<file path="config.mk">
export PLATFORM = sky130hd
export DESIGN_NAME = param_sram
export DESIGN_NICKNAME = d
export VERILOG_FILES = /design/src/rtl/param_sram_pkg.sv /design/src/rtl/param_sram_array.sv /design/src/rtl/param_sram.sv
export SDC_FILE = /design/constraint.sdc
export NUM_CORES = 1
export LEC_CHECK = 0
export BUFFER_PORTS_ARGS = -buffer_cell sky130_fd_sc_hd__clkbuf_2
export CORE_MARGIN = 2
export CORE_UTILIZATION = 45
export DETAILED_ROUTE_END_ITERATION = 8
export GPL_TIMING_DRIVEN = 0
export PLACE_DENSITY = 0.64
export SLEW_MARGIN = 20
export SYNTH_ARGS = -nofsm -noshare
export SYNTH_HDL_FRONTEND = slang
export SYNTH_HIERARCHICAL = 1
export SYNTH_SLANG_ARGS = --single-unit
</file>
<file path="constraint.sdc">
create_clock -name clk -period 2.75 [get_ports clk]
set_input_delay 0.1375 -clock clk [delete_from_list [all_inputs] [get_ports clk]]
set_output_delay 0.1375 -clock clk [all_outputs]
set_load 0.01 [all_outputs]
</file>
<file path="src/rtl/param_sram_pkg.sv">
// Shared types and helpers for the param_sram byte-lane SRAM.
// PARAM_SRAM_PARITY_EN (see param_sram) selects per-lane even-parity storage.
package param_sram_pkg;

    localparam int BYTE_W = 8;

    typedef enum logic {
        INIT,
        RUN
    } state_t;

    function automatic logic byte_par(input logic [BYTE_W-1:0] b);
        return ^b;
    endfunction

endpackage

</file>
<file path="src/rtl/param_sram_array.sv">
// Lane-addressed storage with per-lane write enables and a registered read.
// Out-of-range addresses never touch storage and read back as zero.
module param_sram_array #(
    parameter int LANE_W = 8,
    parameter int NLANE  = 1,
    parameter int ADDR_W = 5,
    parameter int DEPTH  = 32
) (
    input  logic                          clk,
    input  logic                          rst_n,
    input  logic                          we,
    input  logic [ADDR_W-1:0]             waddr,
    input  logic [NLANE-1:0][LANE_W-1:0]  wdata,
    input  logic [NLANE-1:0]              wbe,
    input  logic                          re,
    input  logic [ADDR_W-1:0]             raddr,
    output logic [NLANE-1:0][LANE_W-1:0]  rdata
);

    localparam int AW1 = ADDR_W + 1;

    logic [NLANE-1:0][LANE_W-1:0] mem [DEPTH];
    logic                         wok;
    logic                         rok;

    assign wok = {1'b0, waddr} < AW1'(DEPTH);
    assign rok = {1'b0, raddr} < AW1'(DEPTH);

    always_ff @(posedge clk) begin
        if (we && wok) begin
            for (int i = 0; i < NLANE; i++) begin
                if (wbe[i]) mem[waddr][i] <= wdata[i];
            end
        end
    end

    // Only the read register is reset; the array content is set by the sweep.
    always_ff @(posedge clk or negedge rst_n) begin
        if (!rst_n) begin
            rdata <= '0;
        end else if (re) begin
            rdata <= rok ? mem[raddr] : '0;
        end
    end

endmodule

</file>
<file path="src/rtl/param_sram.sv">
// Byte-enable SRAM with a clear sweep FSM and valid/ready request port.
// Define PARAM_SRAM_PARITY_EN to store and check even parity per byte lane.
module param_sram
    import param_sram_pkg::*;
#(
    parameter  int DATA_W = 8,
    parameter  int ADDR_W = 5,
    parameter  int DEPTH  = 1 << ADDR_W,
    localparam int BE_W   = DATA_W / BYTE_W
) (
    input  logic              clk,
    input  logic              rst_n,
    input  logic              clr,
    input  logic              req_valid,
    output logic              req_ready,
    input  logic              req_we,
    input  logic [ADDR_W-1:0] req_addr,
    input  logic [DATA_W-1:0] req_wdata,
    input  logic [BE_W-1:0]   req_be,
    output logic              rd_valid,
    output logic [DATA_W-1:0] rd_data,
    output logic              init_busy,
    output logic              rd_perr
);

`ifdef PARAM_SRAM_PARITY_EN
    localparam int LANE_W = BYTE_W + 1;
`else
    localparam int LANE_W = BYTE_W;
`endif
    localparam int CNT_W = ADDR_W + 1;

    state_t                       state;
    logic [CNT_W-1:0]             cnt;
    logic                         acc;
    logic                         in_range;
    logic                         arr_we;
    logic                         arr_re;
    logic [ADDR_W-1:0]            arr_waddr;
    logic [BE_W-1:0]              arr_be;
    logic [BE_W-1:0][LANE_W-1:0]  arr_wdata;
    logic [BE_W-1:0][LANE_W-1:0]  arr_rdata;

    assign req_ready = (state == RUN) && !clr;
    assign init_busy = (state == INIT);
    assign acc       = req_valid && req_ready;
    assign in_range  = {1'b0, req_addr} < CNT_W'(DEPTH);
    assign arr_re    = acc && !req_we;

    always_comb begin
        arr_we    = acc && req_we && in_range;
        arr_waddr = req_addr;
        arr_be    = req_be;
        arr_wdata = '0;
        for (int i = 0; i < BE_W; i++) begin
            arr_wdata[i][BYTE_W-1:0] = req_wdata[i*BYTE_W +: BYTE_W];
`ifdef PARAM_SRAM_PARITY_EN
            arr_wdata[i][BYTE_W] = byte_par(req_wdata[i*BYTE_W +: BYTE_W]);
`endif
        end
        // Zero data carries zero even-parity, so the sweep writes all-zero lanes.
        if (state == INIT) begin
            arr_we    = 1'b1;
            arr_waddr = cnt[ADDR_W-1:0];
            arr_be    = '1;
            arr_wdata = '0;
        end
    end

    always_ff @(posedge clk or negedge rst_n) begin
        if (!rst_n) begin
            state    <= INIT;
            cnt      <= '0;
            rd_valid <= 1'b0;
        end else begin
            rd_valid <= arr_re;
            unique case (state)
                INIT: begin
                    cnt <= cnt + 1'b1;
                    if (cnt == CNT_W'(DEPTH - 1)) state <= RUN;
                end
                RUN: begin
                    if (clr) begin
                        state <= INIT;
                        cnt   <= '0;
                    end
                end
            endcase
        end
    end

    param_sram_array #(
        .LANE_W (LANE_W),
        .NLANE  (BE_W),
        .ADDR_W (ADDR_W),
        .DEPTH  (DEPTH)
    ) u_arr (
        .clk    (clk),
        .rst_n  (rst_n),
        .we     (arr_we),
        .waddr  (arr_waddr),
        .wdata  (arr_wdata),
        .wbe    (arr_be),
        .re     (arr_re),
        .raddr  (req_addr),
        .rdata  (arr_rdata)
    );

    always_comb begin
        for (int i = 0; i < BE_W; i++) begin
            rd_data[i*BYTE_W +: BYTE_W] = arr_rdata[i][BYTE_W-1:0];
        end
    end

`ifdef PARAM_SRAM_PARITY_EN
    logic perr;

    always_comb begin
        perr = 1'b0;
        for (int i = 0; i < BE_W; i++) begin
            perr |= byte_par(arr_rdata[i][BYTE_W-1:0]) != arr_rdata[i][BYTE_W];
        end
    end

    assign rd_perr = rd_valid && perr;
`else
    assign rd_perr = 1'b0;
`endif

endmodule

</file>
==> results.py <==
metrics = {
    "job": {
        "max-cap-violations": 0,
    },
    "critical_path": {
        "startpoint_type": "flop",
        "path_class": "reg2reg",
        "r2r_start": "state$_DFF_PN0_",
        "critical_path_arrival_ns": 2.97,
        "r2r_setup_slack_ns": -0.07,
        "reg2reg_to": "u_arr/mem[30][6]$_DFFE_PP_",
        "path_cells": "buf_6 -> mux2_2 -> nand4b_1 -> nor2_1",
        "cp_slowest_cell": "nor2_1",
        "endpoint_kind": "flop",
        "crit_required_ns": 2.90,
        "r2r.worst_path.cells": 4,
        "critPathMaxFanout": 10,
        "cpPeakStageDelay_ns": 0.83,
    },
    "place": {
        "dp_hpwl_um": 16150,
        "dp_slack_ns": -0.03968,
        "place_area_mm2": 0.01152,
        "portBuffers": 29,
        "gp_congestion": 0.8828,
    },
    "timing": {
        "finalHoldViolations": 0,
        "setup-violations-final": 32,
        "relSlewSlack_pct": 41.04,
        "worst_slack_ns": -0.06811,
        "drv_slew": 0,
        "tns_ns": -1.252,
        "rsz0062_at_grt": "true",
        "worst_pin_slew_ns": 0.8844,
        "skew_ns": 0.01335,
        "timing.final.crit_share_pct": 102.5,
        "fmax_mhz": 354.8,
        "layout_min_cycle_time_ns": 2.818,
    },
    "outcome": {
        "violations": "setup timing",
        "status": "finished with violations",
    },
    "synthesis": {
        "synthCells": 646,
        "synth_top_flop_cell": "edfxtp_1",
        "synth-async-reset-ratio_pct": 5.882,
        "synth_edf_count": 256,
        "ys_ff_latch": 272,
        "netlist_area_mm2": 0.01096,
        "synth_nets": 666,
        "yosysSeqAreaShare_pct": 73.77,
        "synthDistinctLibCells": 40,
        "avgSynthCellArea_um2": 16.97,
        "yosys_warnings": 6,
    },
    "clock_network": {
        "cts_tree": "built",
        "path_clk_slew_ns": 0.06,
        "numClockSinks": 272,
        "clockBufferDepth": 3,
        "clkLatencyLatePin_ns": 0.53,
        "cts_made_buffers": 27,
        "cts_max_level": 1,
        "clock-root-buffer": "clkbuf_16",
        "post_cts_buffers": 0,
    },
    "final_layout": {
        "design_area_mm2": 0.01241,
        "multi_input_area_mm2": 0.002676,
        "fill_cells": 2017,
        "antenna_cells": 0,
        "regArea_mm2": 0.008088,
        "drive_above_1_share_pct": 18.27,
        "nets": 728,
        "fin_util_pct": 51.48,
        "area_delta_synth_final_pct": 13.21,
    },
    "drt": {
        "drc_errors": 0,
        "viasPerCell": 5.630,
        "drt-initial-drc-count": 623,
        "first_pass_iters": 5,
        "drt-total-wl_um": 24710,
        "via_count": 5923,
        "postRouteAntennaNets": 0,
        "wl_per_cell_um": 23.49,
    },
    "floorplan": {
        "initial_core_util_pct": 45.48,
        "io_pins": 31,
        "die_w_um": 160.1,
        "core_area_mm2": 0.02411,
        "die-area_mm2": 0.02563,
        "die_h_um": 160.1,
        "rows": 57,
    },
    "pwr": {
        "combPwrFrac_pct": 15.3,
        "power_density_mw_per_mm2": 827.5,
        "p_int_w": 0.007519,
        "vdd_drop_max_v": 0.0005190,
        "pwr-share-clk_pct": 32.7,
        "p_switching_w": 0.002750,
        "swShare_pct": 26.78,
        "total_power_w": 0.01027,
        "power.leakage_nw": 4.457,
        "sequentialPowerShare_pct": 52.0,
    },
    "global_routing": {
        "overflow": 0,
        "grt_pass1_vias": 5917,
        "grt_start_max_net_pins": 33,
        "antenna_found_initial": 0,
        "grt_pass1_wl_um": 36790,
        "grtUsageTotal_pct": 19.42,
    },
    "min_path": {
        "hp-class": "in2async",
    },
}
==> power by group through the flow <==
stage	registers, W	clock network (W)	logic [W]
global placement	0.00541	0	0.00145
finish	0.00534	0.00336	0.00157
floorplan	0.00538	0	0.000952
detailed placement	0.00543	0	0.00150
global route	0.00539	0.00355	0.00168
CTS	0.00534	0.00339	0.00152
==> layout make-up <==
type,instances,share of cell area (%)
clock buffers,36,5.716
multi-input cells,336,21.56
inverters,1,0.03024
flip-flops and latches,272,65.17
repair buffers,33,1.492
well taps,324,3.266
plain buffers,37,1.956
clock inverters,13,0.8065
==> Yosys cell counts (3+ instances only) <==
cell type  instances  share of area [%]
nand2_1           11               0.38
nand3b_1           3               0.21
nor4_1             8               0.46
nand2b_1           3               0.17
clkbuf_1           8               0.27
o21ai_0            3               0.14
mux2_2            11                1.1
a21oi_1           32                1.5
buf_2             11               0.50
edfxtp_1         256                 70
nor2_1            37                1.3
a22oi_1           64                4.4
buf_6              8               0.82
buf_4              8               0.55
dfrtp_1           16                3.7
and2_1             9               0.51
mux2i_1          128                 12
==> metal layers <==
| metal | GRT usage, % | routed length (um) |
|---|---|---|
| met5 | 0 | 0 |
| met4 | 5.774 | 637 |
| met3 | 2.935 | 1939 |
| met2 | 31.13 | 11560 |
| met1 | 27.77 | 10570 |
==> worst max-delay path by stage <==
stage          depth (start not counted)             from  slack (ns)                          to
2_1_floorplan                          4  state$_DFF_PN0_        0.52  u_arr/mem[18][0]$_DFFE_PP_
3_3_place_gp                           4  state$_DFF_PN0_        0.04  u_arr/mem[30][3]$_DFFE_PP_
3_5_place_dp                           4  state$_DFF_PN0_       -0.04  u_arr/mem[26][3]$_DFFE_PP_
4_1_cts                                4  state$_DFF_PN0_       -0.04  u_arr/mem[30][6]$_DFFE_PP_
5_1_grt                                4  state$_DFF_PN0_       -0.13  u_arr/mem[14][7]$_DFFE_PP_
6_report                               4  state$_DFF_PN0_       -0.07  u_arr/mem[30][6]$_DFFE_PP_
==> per-stage QoR <==
step / hold slack [ns] / std cells
4_1_cts: 0.1068 / 1052
6_report: 0.1070 / 1052
2_1_floorplan: -0.1581 / 646
3_3_place_gp: 0.1088 / 999
3_5_place_dp: 0.1274 / 999
5_1_grt: 0.1345 / 1052
==> registers in the layout, indices dropped and copies added (netlist names) <==
signal / count
u_arr/mem: 256
u_arr/rdata: 8
state: 1
cnt: 6
rd_valid: 1
==> logic make-up after synthesis <==
logic type	count (synthesis)	share of synthesized area (%)
AOI/OAI and AO/OA	106	6.551
muxes	141	13.02
and+or+nand+nor	86	4.177
xor gates and xnor gates	1	0.07991
buffers and inverters	38	2.248
other	1	0.03421
DFF	272	73.77
adders and majority gates	1	0.1141
==> placed cells by master (no fill, tap or decap), types with 2 or more instances in the layout <==
| cell type | instances |
|---|---|
| buf_1 | 2 |
| nand2b_1 | 3 |
| o21ai_0 | 3 |
| clkbuf_16 | 27 |
| a22oi_1 | 64 |
| clkbuf_2 | 29 |
| buf_6 | 8 |
| dfrtp_1 | 16 |
| and2_2 | 8 |
| clkinv_1 | 4 |
| or3b_2 | 2 |
| nand2_1 | 11 |
| dlygate4sd3_1 | 4 |
| buf_2 | 11 |
| a21oi_1 | 32 |
| nor2_2 | 12 |
| nor4_1 | 8 |
| nor2_1 | 24 |
| mux2i_1 | 128 |
| edfxtp_1 | 256 |
| nand3b_1 | 3 |
| clkbuf_1 | 17 |
| buf_4 | 8 |
| clkinv_2 | 3 |
| clkinvlp_4 | 3 |
| nand3_1 | 2 |
| mux2_1 | 2 |
| mux2_2 | 11 |
| or3_1 | 2 |
| nor2b_1 | 2 |
| o21ai_1 | 2 |
==> worst max-delay path, delay by kind of cell, from the launching register on <==
kind / cells / cell delay [ns]
buf+inv: 1 / 0.18
flops: 1 / 0.45
simple gates: 2 / 1.44
mux: 1 / 0.37
==> what timing repair did <==
item | CTS | global route
gates resized for setup | 2 | 12
pin swaps | 0 | 0
hold endpoints to repair | 19 | 0
hold buffers | 4 | 0
setup endpoints to repair | 33 | 128
Power figures use the tool's default switching activity.
